<file path="config.mk">
export PLATFORM = sky130hd
export DESIGN_NAME = traffic_phase_scheduler
export DESIGN_NICKNAME = d
export VERILOG_FILES = /design/src/rtl/traffic_phase_scheduler.sv
export SDC_FILE = /design/constraint.sdc
export NUM_CORES = 1
export LEC_CHECK = 0
export BUFFER_PORTS_ARGS = -buffer_cell sky130_fd_sc_hd__buf_2
export CAP_MARGIN = 5
export CORE_ASPECT_RATIO = 1.4
export CORE_MARGIN = 4
export CORE_UTILIZATION = 60
export CTS_BUF_LIST = sky130_fd_sc_hd__clkbuf_8
export CTS_CLUSTER_SIZE = 8
export DETAILED_ROUTE_END_ITERATION = 10
export PLACE_DENSITY = 0.76
export SYNTH_ARGS = -nofsm -noshare
export SYNTH_HDL_FRONTEND = slang
export SYNTH_SLANG_ARGS = --single-unit
export TNS_END_PERCENT = 50
</file>
<file path="constraint.sdc">
create_clock -name clk -period 5 [get_ports clk]
set_input_delay 0.75 -clock clk [delete_from_list [all_inputs] [get_ports clk]]
set_output_delay 0.75 -clock clk [all_outputs]
set_load 0.01 [all_outputs]
</file>
<file path="src/rtl/traffic_phase_scheduler.sv">
// Adaptive main/side/pedestrian phase controller with yellow and all-red clearance.
// Build option: define PED_FLASH_EN to flash the walk lamp near the end of PW.
module traffic_phase_scheduler #(
  parameter int unsigned TICK_DIV  = 12000000,
  parameter int unsigned MIN_GREEN = 5,
  parameter int unsigned EXT_GREEN = 2,
  parameter int unsigned MAX_GREEN = 20,
  parameter int unsigned YELLOW_T  = 3,
  parameter int unsigned ALL_RED_T = 1,
  parameter int unsigned PED_WALK  = 6
) (
  input  logic       clk,
  input  logic       reset,
  input  logic       pedButton,
  input  logic [2:0] mainTrafficIn,
  input  logic [2:0] sideTrafficIn,
  output logic       MG,
  output logic       MY,
  output logic       MR,
  output logic       SG,
  output logic       SY,
  output logic       SR,
  output logic       pedLight,
  output logic [2:0] phase
);

  localparam int PS_W =
    (TICK_DIV > 1) ? $clog2(TICK_DIV) : 1;
  localparam logic [PS_W-1:0] PS_TOP =
    PS_W'(TICK_DIV - 1);

  localparam logic [7:0] L_MIN = 8'(MIN_GREEN);
  localparam logic [7:0] L_YEL = 8'(YELLOW_T);
  localparam logic [7:0] L_AR  = 8'(ALL_RED_T);
  localparam logic [7:0] L_PW  = 8'(PED_WALK);

  typedef enum logic [2:0] {
    S_MGRN = 3'd0,
    S_MYEL = 3'd1,
    S_ARED = 3'd2,
    S_SGRN = 3'd3,
    S_SYEL = 3'd4,
    S_PW   = 3'd5
  } state_t;

  // lamp vector order: {MG,MY,MR,SG,SY,SR,ped}
  localparam logic [6:0] LMP_RST = 7'b1000010;

  logic [2:0]      r_main_s1, r_main_s2;
  logic [2:0]      r_side_s1, r_side_s2;
  logic            r_btn_s1, r_btn_s2, r_btn_d;
  logic [PS_W-1:0] r_ps;
  logic [7:0]      r_elapsed;
  logic            r_ped;
  logic            r_from_main;
  state_t          r_state;
  logic [6:0]      r_lamps;

  logic            w_tick;
  logic            w_btn_rise;
  logic            w_side_dem;
  logic            w_main_dem;
  logic            w_ped_req;
  logic [1:0]      w_dens;
  logic [9:0]      w_raw;
  logic [7:0]      w_target;
  logic [7:0]      w_el_inc;
  logic [7:0]      w_el_next;
  logic            w_chg;
  logic            w_ped_on;
  state_t          w_state_next;
  logic [6:0]      w_lamps;

  // two-flop synchronizers plus button edge history
  always_ff @(posedge clk or posedge reset) begin
    if (reset) begin
      r_main_s1 <= 3'b000;
      r_main_s2 <= 3'b000;
      r_side_s1 <= 3'b000;
      r_side_s2 <= 3'b000;
      r_btn_s1  <= 1'b0;
      r_btn_s2  <= 1'b0;
      r_btn_d   <= 1'b0;
    end else begin
      r_main_s1 <= mainTrafficIn;
      r_main_s2 <= r_main_s1;
      r_side_s1 <= sideTrafficIn;
      r_side_s2 <= r_side_s1;
      r_btn_s1  <= pedButton;
      r_btn_s2  <= r_btn_s1;
      r_btn_d   <= r_btn_s2;
    end
  end

  assign w_btn_rise = r_btn_s2 & ~r_btn_d;
  assign w_side_dem = |r_side_s2;
  assign w_main_dem = |r_main_s2;
  assign w_tick     = (r_ps == PS_TOP);

  // an edge seen on the expiry tick counts in that same evaluation
  assign w_ped_req =
    r_ped | (w_btn_rise & (r_state != S_PW));

  // prescaler producing the one-cycle timing tick
  always_ff @(posedge clk or posedge reset) begin
    if (reset) begin
      r_ps <= '0;
    end else if (w_tick) begin
      r_ps <= '0;
    end else begin
      r_ps <= r_ps + 1'b1;
    end
  end

  // density of the approach currently being served
  always_comb begin
    logic [2:0] v;
    v = (r_state == S_SGRN) ? r_side_s2 : r_main_s2;
    w_dens = {1'b0, v[0]} + {1'b0, v[1]} +
             {1'b0, v[2]};
  end

  // green target, clamped to the cap
  always_comb begin
    w_raw = 10'(MIN_GREEN) +
            10'(EXT_GREEN) * 10'(w_dens);
    if (w_raw > 10'(MAX_GREEN)) begin
      w_target = 8'(MAX_GREEN);
    end else begin
      w_target = w_raw[7:0];
    end
  end

  assign w_el_inc =
    (r_elapsed == 8'hFF) ? 8'hFF : r_elapsed + 8'd1;

  // FSM state register
  always_ff @(posedge clk or posedge reset) begin
    if (reset) begin
      r_state <= S_MGRN;
    end else begin
      r_state <= w_state_next;
    end
  end

  // FSM next-state logic, evaluated only on ticks
  always_comb begin
    w_state_next = r_state;
    if (w_tick) begin
      unique case (r_state)
        S_MGRN: begin
          if (w_el_inc >= w_target &&
              (w_side_dem || w_ped_req)) begin
            w_state_next = S_MYEL;
          end
        end
        S_MYEL: begin
          if (w_el_inc >= L_YEL) begin
            w_state_next = S_ARED;
          end
        end
        S_ARED: begin
          if (w_el_inc >= L_AR) begin
            if (w_ped_req) begin
              w_state_next = S_PW;
            end else if (r_from_main) begin
              w_state_next = S_SGRN;
            end else begin
              w_state_next = S_MGRN;
            end
          end
        end
        S_SGRN: begin
          if (w_el_inc >= w_target ||
              (w_el_inc >= L_MIN && !w_side_dem)) begin
            w_state_next = S_SYEL;
          end
        end
        S_SYEL: begin
          if (w_el_inc >= L_YEL) begin
            w_state_next = S_ARED;
          end
        end
        S_PW: begin
          if (w_el_inc >= L_PW) begin
            if (r_from_main && w_side_dem) begin
              w_state_next = S_SGRN;
            end else begin
              w_state_next = S_MGRN;
            end
          end
        end
        default: w_state_next = S_MGRN;
      endcase
    end
  end

  assign w_chg = (w_state_next != r_state);

  always_comb begin
    w_el_next = r_elapsed;
    if (w_chg) begin
      w_el_next = 8'd0;
    end else if (w_tick) begin
      w_el_next = w_el_inc;
    end
  end

  // phase timer, restarts on every state change
  always_ff @(posedge clk or posedge reset) begin
    if (reset) begin
      r_elapsed <= 8'd0;
    end else begin
      r_elapsed <= w_el_next;
    end
  end

  // pedestrian request latch, consumed on entry to PW
  always_ff @(posedge clk or posedge reset) begin
    if (reset) begin
      r_ped <= 1'b0;
    end else if (w_chg && w_state_next == S_PW) begin
      r_ped <= 1'b0;
    end else if (w_btn_rise && r_state != S_PW) begin
      r_ped <= 1'b1;
    end
  end

  // remembers which yellow led into all-red
  always_ff @(posedge clk or posedge reset) begin
    if (reset) begin
      r_from_main <= 1'b0;
    end else if (w_state_next == S_ARED) begin
      if (r_state == S_MYEL) begin
        r_from_main <= 1'b1;
      end else if (r_state == S_SYEL) begin
        r_from_main <= 1'b0;
      end
    end
  end

`ifdef PED_FLASH_EN
  always_comb begin
    if ({1'b0, w_el_next} + 9'd2 >= {1'b0, L_PW}) begin
      w_ped_on = ~w_el_next[0];
    end else begin
      w_ped_on = 1'b1;
    end
  end
`else
  assign w_ped_on = 1'b1;
`endif

  // FSM output decode of the upcoming state
  always_comb begin
    w_lamps = LMP_RST;
    unique case (w_state_next)
      S_MGRN:  w_lamps = 7'b1000010;
      S_MYEL:  w_lamps = 7'b0100010;
      S_ARED:  w_lamps = 7'b0010010;
      S_SGRN:  w_lamps = 7'b0011000;
      S_SYEL:  w_lamps = 7'b0010100;
      S_PW:    w_lamps = {6'b001001, w_ped_on};
      default: w_lamps = LMP_RST;
    endcase
  end

  // lamp registers switch on the same edge as the state
  always_ff @(posedge clk or posedge reset) begin
    if (reset) begin
      r_lamps <= LMP_RST;
    end else begin
      r_lamps <= w_lamps;
    end
  end

  assign MG       = r_lamps[6];
  assign MY       = r_lamps[5];
  assign MR       = r_lamps[4];
  assign SG       = r_lamps[3];
  assign SY       = r_lamps[2];
  assign SR       = r_lamps[1];
  assign pedLight = r_lamps[0];
  assign phase    = r_state;

  logic w_unused;
  assign w_unused = w_main_dem;

endmodule

</file>
==> results_dict.tcl, run 1 <==
set metrics [dict create \
    htreeDepth 3 \
    clk_pin_slew_ns 0.07 \
    die_area_mm2 0.00634 \
    routed_wl_mm 6.59 \
    r2r_end "r_from_main$_DFFE_PP0P_" \
    routedWlPerCell_um 16.7 \
    avgViaCountPerCell 6.10 \
    status "complete, no violations" \
    worstSetupStartpointType "register" \
    worst_slew_pin_slew_ns 0.748 \
    synth.distinct_cells 65 \
    gp_congestion 0.946 \
    hp-start "r_main_s1[1]$_DFF_PP0_" \
    r2r_cells 14 \
    path_class "register to register" \
    yosys.area.top_type_share_pct 46.5 \
    io_pins 19 \
    synthCells 306 \
    ys_seq_area_share_pct 48.2 \
    end_kind "register" \
    fin_tns_setup_ns 0 \
    use_met1_pct 27.2 \
    cts_resized 0 \
    skew_ns 0.0104 \
    final.fill_count 397 \
    postRouteAntennaNets 0 \
    power-per-cell-area_mw_per_mm2 270 \
    crit_fanout 8 \
    maxCapViolCount 0 \
    p_leak_nw 1.47 \
    min_path_type "register to register" \
    setup_viol 0 \
    syn_area_per_cell_um2 10.0 \
    drtIter0Drc 126 \
    whs_path_depth 0 \
    dr.pass1.iters 5 \
    core_area_mm2 0.00492 \
    root_buffer "clkbuf_8" \
    drive_gt1_share_pct 16.1 \
    synth_warnings 0 \
    n_antenna_cell 0 \
    fin_crit_sh_pct 73.1 \
    grt_pass1_wl_mm 11.1 \
    fin_crit_ns 3.65 \
    remaining_drc_errors 0 \
    rsz0062_at_grt "no" \
    holdPathEnd "r_main_s2[1]$_DFF_PP0_" \
    cts_made_buffers 9 \
    cts_hold_buf 0 \
    cp.required_ns 5.20 \
    use_met3_pct 5.70 \
    grt_max_degree 60 \
    synth-seq-cells 59 \
    whs_ns 0.343 \
    grt_use_met2_pct 40.6 \
    slew_headroom_pct 50.0 \
    synth.area.top_cells "dfrtp_1, xnor2_1, nor2_1" \
    synth_edf_count 0 \
    cts_sinks 59 \
    grt.total_usage_pct 23.7 \
    reg2reg_from "phase[2]$_DFF_PP0_" \
    clk_path_buf_depth 2 \
    die_w_um 68.4 \
    start_util_pct 62.4 \
    multi_input_area_mm2 0.00147 \
    hold_violations 0 \
    syn_area_mm2 0.00307 \
    irDropWorstVdd_uv 223 \
    cts_tree "yes" \
    synthArstFlopShare_pct 100 \
    fmax_mhz 274 \
    syn_nets 321 \
    die_height_um 92.6 \
    nets 340 \
    grt.busiest_layer "met2" \
    hpwl_mm 4.66 \
    rows 30 \
    synthFlopType "dfrtp_1" \
    grt_pass1_vias 2439 \
    areaGrowthSynthToFinish_pct 9.71 \
    r2r_slack_ns 1.35 \
    seq_area_mm2 0.00148 \
    power.total_mw 0.907 \
    synth_largest_area_cell "dfrtp_1" \
    overflow 0 \
    clk_latency_ns 0.34 \
    arrival_ns 3.85 \
    io_buffers 18 \
    utilization_pct 68.4 \
    vias 2403 \
    slew_violations 0 \
    antenna_found_initial 0 \
    cts_setup_buffers 0 \
]
[worst max path at each step]
stage / end / startpoint / depth (start not counted) / slack [ns]
2_1_floorplan: r_lamps[6]$_DFF_PP1_ / phase[0]$_DFF_PP0_ / 14 / 1.64
3_3_place_gp: r_lamps[6]$_DFF_PP1_ / phase[2]$_DFF_PP0_ / 14 / 1.42
3_5_place_dp: r_from_main$_DFFE_PP0P_ / phase[2]$_DFF_PP0_ / 14 / 1.38
4_1_cts: r_lamps[6]$_DFF_PP1_ / phase[2]$_DFF_PP0_ / 14 / 1.36
5_1_grt: r_from_main$_DFFE_PP0P_ / r_elapsed[0]$_DFFE_PP0P_ / 13 / 1.00
6_report: r_from_main$_DFFE_PP0P_ / phase[2]$_DFF_PP0_ / 14 / 1.35
[area by class of cell]
cell class / count / share of cell area [%]
tap: 64 / 2.38
clock inverter: 5 / 1.08
sequential: 59 / 44.0
clock buffer: 11 / 4.50
multi-input combinational: 222 / 43.6
timing repair buffer: 19 / 2.90
inverter: 14 / 1.56
[per-layer routing]
| layer | routed length, um | vias up | share of wire, % |
|---|---|---|---|
| li1 | - | 1134 | - |
| met1 | 2690 | 1202 | 41 |
| met2 | 3500 | 50 | 53 |
| met3 | 241 | 17 | 3.7 |
| met4 | 161 | 0 | 2.4 |
| met5 | 0 | - | 0 |
[worst max-delay path: stages (launching register included)]
cell and delay, ns:
dfrtp_1 0.49, inv_1 0.17, and3_1 0.24, nand2_1 0.09
nand2_1 0.07, fa_1 0.53, inv_1 0.04, ha_1 0.18
a2111o_1 0.40, o22ai_1 0.26, a221oi_1 0.15, nor2_1 0.14
a41oi_1 0.29, o41ai_1 0.34, o41ai_1 0.12
[power by group]
part / leakage [nW] / internal (mW) / switching [mW]
Clock: 0.0880 / 0.207 / 0.192
Combinational: 0.615 / 0.00668 / 0.0148
Sequential: 0.763 / 0.483 / 0.00212
Total: 1.47 / 0.697 / 0.209
[synthesized netlist by cell type (2+ instances only)]
library cell and number:
a211oi_2 2, a21oi_1 5, a311oi_1 2, a31oi_1 6, and2_1 3, and3_1 8
buf_2 3, buf_4 2, buf_6 2, clkbuf_1 3, dfrtp_1 57, dfstp_2 2
ha_1 5, inv_1 12, inv_2 2, mux2i_1 6, nand2_1 27, nand2b_1 2
nand3_1 20, nand3b_1 3, nand4_1 7, nor2_1 30, nor2b_1 4, nor3_1 8
nor3b_1 3, nor4_1 3, o21ai_0 15, o21ai_1 3, o41ai_1 3, or3_1 6
xnor2_1 14, xor2_1 5
[sequential cells by signal (all words and copies together), names as in the netlist]
signal / flops
r_ps: 24
r_elapsed: 8
r_lamps: 7
phase: 3
r_main_s1: 3
r_main_s2: 3
r_side_s1: 3
r_side_s2: 3
r_btn_d: 1
r_btn_s1: 1
r_btn_s2: 1
r_from_main: 1
r_ped: 1
[kinds of logic (layout without fill, tap and decap cells)]
kind of cell	count (synthesis)	in the layout	synth area share, %
XOR/XNOR	19	19	5.43
AND/OR/NAND/NOR	135	135	23.6
multiplexers	6	6	1.96
AO/OA/AOI/OAI	56	56	14.2
flip-flops	59	59	48.2
buffers and inverters	25	49	3.92
adder cells (fa/ha/maj)	6	6	2.69
[through the flow]
stage                     worst slack, ns  std cells  instance area (um2)
final                                1.35        394                 3360
after global routing                 1.00        394                 3360
after global placement               1.42        378                 3180
after floorplan                      1.64        306                 3070
after CTS                            1.36        394                 3360
after detailed placement             1.38        378                 3180
[placed cells by master, fill, tap and decap left out, drive strengths merged, types with 6 or more instances in the layout]
master,instances
clkbuf,11
nor2,31
nand2,28
and3,8
or3,6
nand4,7
nand3,21
xnor2,14
inv,15
nor3,8
a31oi,6
mux2i,6
buf,19
o21ai,18
dfrtp,57
(Power assumes the default switching activity.)
==> inputs of run 2 (changes only) <==
Clock period 5 ns to 3.59 ns, I/O delays scaled along.
==> run 2 against run 1 <==
Against the previous run: sequential cell count is the same; power increased by 44%; worst setup slack lost 1.2 ns; maximum frequency grew 7.4%; sequential power up 39%; non-clock buffer count increased by 10; register-to-register slack got worse by 1.2 ns; die area unchanged; cell area increased by 3.2%; utilization rose by 2.2 points; sequential share of layout area fell by 1.4 points.
==> results_dict.tcl, run 2 (same netlist as run 1, synthesis figures left out) <==
set metrics [dict create \
    root_buffer "clkbuf_8" \
    grt_pass1_wl_mm 10.9 \
    postRouteAntennaNets 0 \
    setup_viol 0 \
    p_comb_share_pct 2.4 \
    rows 30 \
    end_kind "register" \
    reg_top3 "r_ps (24), r_elapsed (8), r_lamps (7)" \
    cts_hold_buf 0 \
    cts_made_buffers 9 \
    r2r_cells 14 \
    hpwl_mm 4.67 \
    antenna_found_initial 0 \
    power-per-cell-area_mw_per_mm2 377 \
    largest_reg_flops 24 \
    whs_ns 0.304 \
    vias 2436 \
    drtIter0Drc 184 \
    path_class "register to register" \
    irDropWorstVdd_uv 284 \
    dpl.cell_count 387 \
    p_leak_nw 1.53 \
    io_buffers 18 \
    power.total_mw 1.31 \
    fin_crit_sh_pct 94.8 \
    place_ws_ns 0.168 \
    worstSetupStartpointType "register" \
    maxCapViolCount 0 \
    min_path_type "input pin to register" \
    htreeDepth 3 \
    grt_max_degree 43 \
    die_area_mm2 0.00634 \
    grt_pass1_vias 2317 \
    areaGrowthSynthToFinish_pct 13.3 \
    final.fill_count 381 \
    n_antenna_cell 0 \
    overflow 0 \
    swShare_pct 23.2 \
    clk_latency_ns 0.34 \
    cp.required_ns 3.84 \
    drive_gt1_share_pct 19.4 \
    crit_fanout 8 \
    start_util_pct 62.4 \
    nets 350 \
    die_height_um 92.6 \
    routed_wl_mm 6.57 \
    hold_violations 0 \
    slew_violations 0 \
    clk_pin_slew_ns 0.07 \
    whs_path_depth 1 \
    fin_cells 404 \
    worst_slew_pin_slew_ns 0.821 \
    cts_sinks 59 \
    grt.total_usage_pct 23.0 \
    core_area_mm2 0.00492 \
    clk_path_buf_depth 2 \
    final_common_cell "dfrtp_1" \
    status "complete, no violations" \
    cts_tree "yes" \
    intPower_mw 1.01 \
    largest_register "r_ps" \
    final_area_mm2 0.00347 \
    fmax_mhz 294 \
    avgViaCountPerCell 6.03 \
    skew_ns 0.00696 \
    die_w_um 68.4 \
    fin_crit_ns 3.40 \
    p_seq_share_pct 51.7 \
    arrival_ns 3.65 \
    final.setup.worst_slack_ns 0.187 \
    final_cell_mix "dfrtp_1, nor2_1, nand2_1, nand3_1, buf_2" \
    power.share.clock_pct 46.0 \
    routedWlPerCell_um 16.3 \
    p_switching_mw 0.303 \
    remaining_drc_errors 0 \
    slew_headroom_pct 45.2 \
    dr.pass1.iters 5 \
    io_pins 19 \
    gp_congestion 0.853 \
    placed_area_mm2 0.00324 \
]
==> run 2: final timing paths <==
| kind | start | end | slack [ns] |
|---|---|---|---|
| max | phase[2]$_DFF_PP0_ | r_elapsed[0]$_DFFE_PP0P_ | 0.19 |
| min | mainTrafficIn[1] | r_main_s1[1]$_DFF_PP0_ | 0.30 |
| max reg2reg | phase[2]$_DFF_PP0_ | r_elapsed[0]$_DFFE_PP0P_ | 0.19 |
| min reg2reg | r_side_s1[0]$_DFF_PP0_ | r_side_s2[0]$_DFF_PP0_ | 0.34 |
| max in group asynchronous | reset | r_ps[23]$_DFF_PP0_ | 2.49 |
| min in group asynchronous | reset | r_main_s1[1]$_DFF_PP0_ | 0.36 |
==> run 2: worst max-delay path: stages, from the launching register on <==
cell	delay (ns)
dfrtp_1	0.37
inv_1	0.15
nand3_1	0.17
nand2_1	0.11
nand2_1	0.08
fa_1	0.54
inv_1	0.04
ha_1	0.18
a2111o_1	0.42
o22ai_2	0.18
nand4_1	0.18
nor2b_1	0.21
a31oi_1	0.22
o22ai_2	0.20
a211oi_2	0.26
==> run 2: power groups by stage <==
stage | registers [mW] | clock network, mW | logic [mW]
floorplan | 0.688 | 0 | 0.0203
global placement | 0.689 | 0 | 0.0304
detailed placement | 0.689 | 0 | 0.0315
CTS | 0.676 | 0.617 | 0.0313
global route | 0.677 | 0.649 | 0.0367
finish | 0.676 | 0.602 | 0.0311
==> run 2: area by class of cell <==
| class | instances | area, um2 | area share [%] |
|---|---|---|---|
| tap | 64 | 80.1 | 2.31 |
| sequential | 59 | 1480 | 42.6 |
| clock buffer | 9 | 124 | 3.57 |
| clock inverter | 7 | 76.3 | 2.20 |
| multi-input combinational | 222 | 1490 | 42.9 |
| inverter | 14 | 52.6 | 1.51 |
| timing repair buffer | 29 | 173 | 4.97 |
==> run 2: repair_timing <==
action                                  4_1_cts  5_1_grt
buffers inserted                              0        1
endpoints found under the setup margin        0        4
gates resized for setup                       0        3
==> run 2: per-layer routing <==
layer	part of all wire, %	vias to the layer above	track usage, %
met5	0	-	0
met1	41	1211	28.0
met3	3.5	4	5.46
met2	55	63	39.0
met4	0.90	0	7.46
li1	-	1158	-
==> run 2: metrics by stage <==
step	util [%]	TNS, ns
final	70.6	0
after global routing	70.6	-0.00175
after CTS	70.1	0
after detailed placement	66.0	0
after global placement	66.0	0
after floorplan	-	0
==> inputs of run 3 (changes only) <==
Settings changed: SETUP_SLACK_MARGIN from default to 0.2.
==> run 3 against run 2 <==
Against the previous run: sequential cell count unchanged; combinational power grew 12%; die area is the same; count of clock-buffer cells in the layout unchanged.
==> results_dict.tcl, run 3 (same netlist as run 1, synthesis figures left out) <==
set metrics [dict create \
    end_kind "register" \
    largest_register "r_ps" \
    io_buffers 18 \
    arrival_ns 3.57 \
    hp-start "mainTrafficIn[1]" \
    areaGrowthSynthToFinish_pct 16.5 \
    antenna_found_initial 0 \
    dr.pass1.iters 5 \
    final.setup.worst_slack_ns 0.217 \
    fin_crit_sh_pct 94.0 \
    hpwl_mm 4.67 \
    cts_made_buffers 9 \
    fmax_mhz 296 \
    grt_pass1_wl_mm 10.8 \
    postRouteAntennaNets 0 \
    htreeDepth 3 \
    routedWlPerCell_um 17.5 \
    setup_viol 0 \
    hold_violations 0 \
    largest_reg_flops 24 \
    p_leak_nw 1.56 \
    avgViaCountPerCell 6.23 \
    maxCapViolCount 0 \
    path_class "register to register" \
    cts_tree "yes" \
    remaining_drc_errors 0 \
    nets 354 \
    fin_crit_ns 3.37 \
    root_buffer "clkbuf_8" \
    reg2reg_from "phase[2]$_DFF_PP0_" \
    final_cell_mix "dfrtp_1, nor2_1, nand2_1, nand3_1, buf_2" \
    rows 30 \
    cp.required_ns 3.79 \
    status "complete, no violations" \
    die_w_um 68.4 \
    clk_latency_ns 0.34 \
    worst_slew_pin_slew_ns 0.862 \
    drive_gt1_share_pct 23.3 \
    overflow 0 \
    cp-startpoint "phase[2]$_DFF_PP0_" \
    slew_headroom_pct 42.5 \
    final.fill_count 356 \
    grt.total_usage_pct 23.0 \
    clk_pin_slew_ns 0.07 \
    grt_max_degree 43 \
    min_path_type "input pin to register" \
    cts_sinks 59 \
    fin_tns_setup_ns 0 \
    final_common_cell "dfrtp_1" \
    die_area_mm2 0.00634 \
    rsz0062_at_grt "no" \
    drtIter0Drc 227 \
    skew_ns 0.00815 \
    start_util_pct 62.4 \
    grt_pass1_vias 2325 \
    worstSetupStartpointType "register" \
    power-per-cell-area_mw_per_mm2 368 \
    core_area_mm2 0.00492 \
    routed_wl_mm 7.12 \
    vias 2541 \
    clk_path_buf_depth 2 \
    cts_hold_buf 0 \
    gp_congestion 0.853 \
    place_ws_ns 0.168 \
    irDropWorstVdd_uv 284 \
    reg_top3 "r_ps (24), r_elapsed (8), r_lamps (7)" \
    n_antenna_cell 0 \
    io_pins 19 \
    die_height_um 92.6 \
    slew_violations 0 \
    crit_fanout 6 \
]
-- run 3: cell count changes in the layout (fill, tap and decap cells not counted), sizes merged --
| cell | change |
|---|---|
| buf | +4 |
-- run 3: power by group --
part / internal [mW] / switching (mW)
sequential: 0.673 / 0.00324
combinational: 0.0112 / 0.0237
clock: 0.323 / 0.280
-- run 3: layout make-up --
cell class / count / area (um2) / area share, %
repair buffers: 33 / 203 / 5.67
clock buffers: 9 / 124 / 3.47
clock inverters: 7 / 76.3 / 2.14
well taps: 64 / 80.1 / 2.24
inverters: 14 / 52.6 / 1.47
multi-input cells: 222 / 1560 / 43.6
flip-flops and latches: 59 / 1480 / 41.4
-- run 3: routing by layer --
metal / wire (um) / part of all wire [%] / vias up / GRT usage (%)
met5: 0 / 0 / - / 0
met4: 170 / 2.4 / 0 / 7.46
met3: 271 / 3.8 / 28 / 5.46
met2: 3870 / 54 / 97 / 39.4
met1: 2810 / 39 / 1251 / 27.5
li1: - / - / 1165 / -
-- run 3: critical path, stage by stage (launching register included) --
cell and delay (ns):
dfrtp_1 0.39, inv_2 0.11, nand3_2 0.12, nand2_1 0.11
nand2_1 0.09, fa_2 0.57, inv_1 0.05, ha_1 0.19
a2111o_1 0.41, o22ai_4 0.17, a221oi_2 0.12, nor2_1 0.17
a41oi_2 0.18, o41ai_2 0.42, o41ai_1 0.13
-- run 3: worst paths after layout --
check / to / slack (ns) / depth (start not counted)
max: r_from_main$_DFFE_PP0P_ / 0.22 / 14
max reg2reg: r_from_main$_DFFE_PP0P_ / 0.22 / 14
min reg2reg: r_side_s2[0]$_DFF_PP0_ / 0.34 / 0
min: r_main_s1[1]$_DFF_PP0_ / 0.30 / 1
min in group asynchronous: r_main_s1[1]$_DFF_PP0_ / 0.36 / 2
max in group asynchronous: r_ps[23]$_DFF_PP0_ / 2.49 / 3
-- run 3: repair_timing --
action	in CTS	in global routing
resized for setup	2	16
setup endpoints to repair	3	11
pin swaps	0	9
buffers inserted	0	5
-- run 3: per-stage QoR --
stage | util (%) | hold slack, ns | instances | area (um2) | power [mW]
final | 72.7 | 0.305 | 408 | 3570 | 1.31
after global routing | 72.7 | 0.279 | 408 | 3570 | 1.37
after CTS | 70.3 | 0.290 | 403 | 3460 | 1.33
after detailed placement | 66.0 | 0.335 | 387 | 3240 | 0.721
after global placement | 66.0 | 0.336 | 387 | 3240 | 0.720
after floorplan | - | 0.331 | 306 | 3070 | 0.708
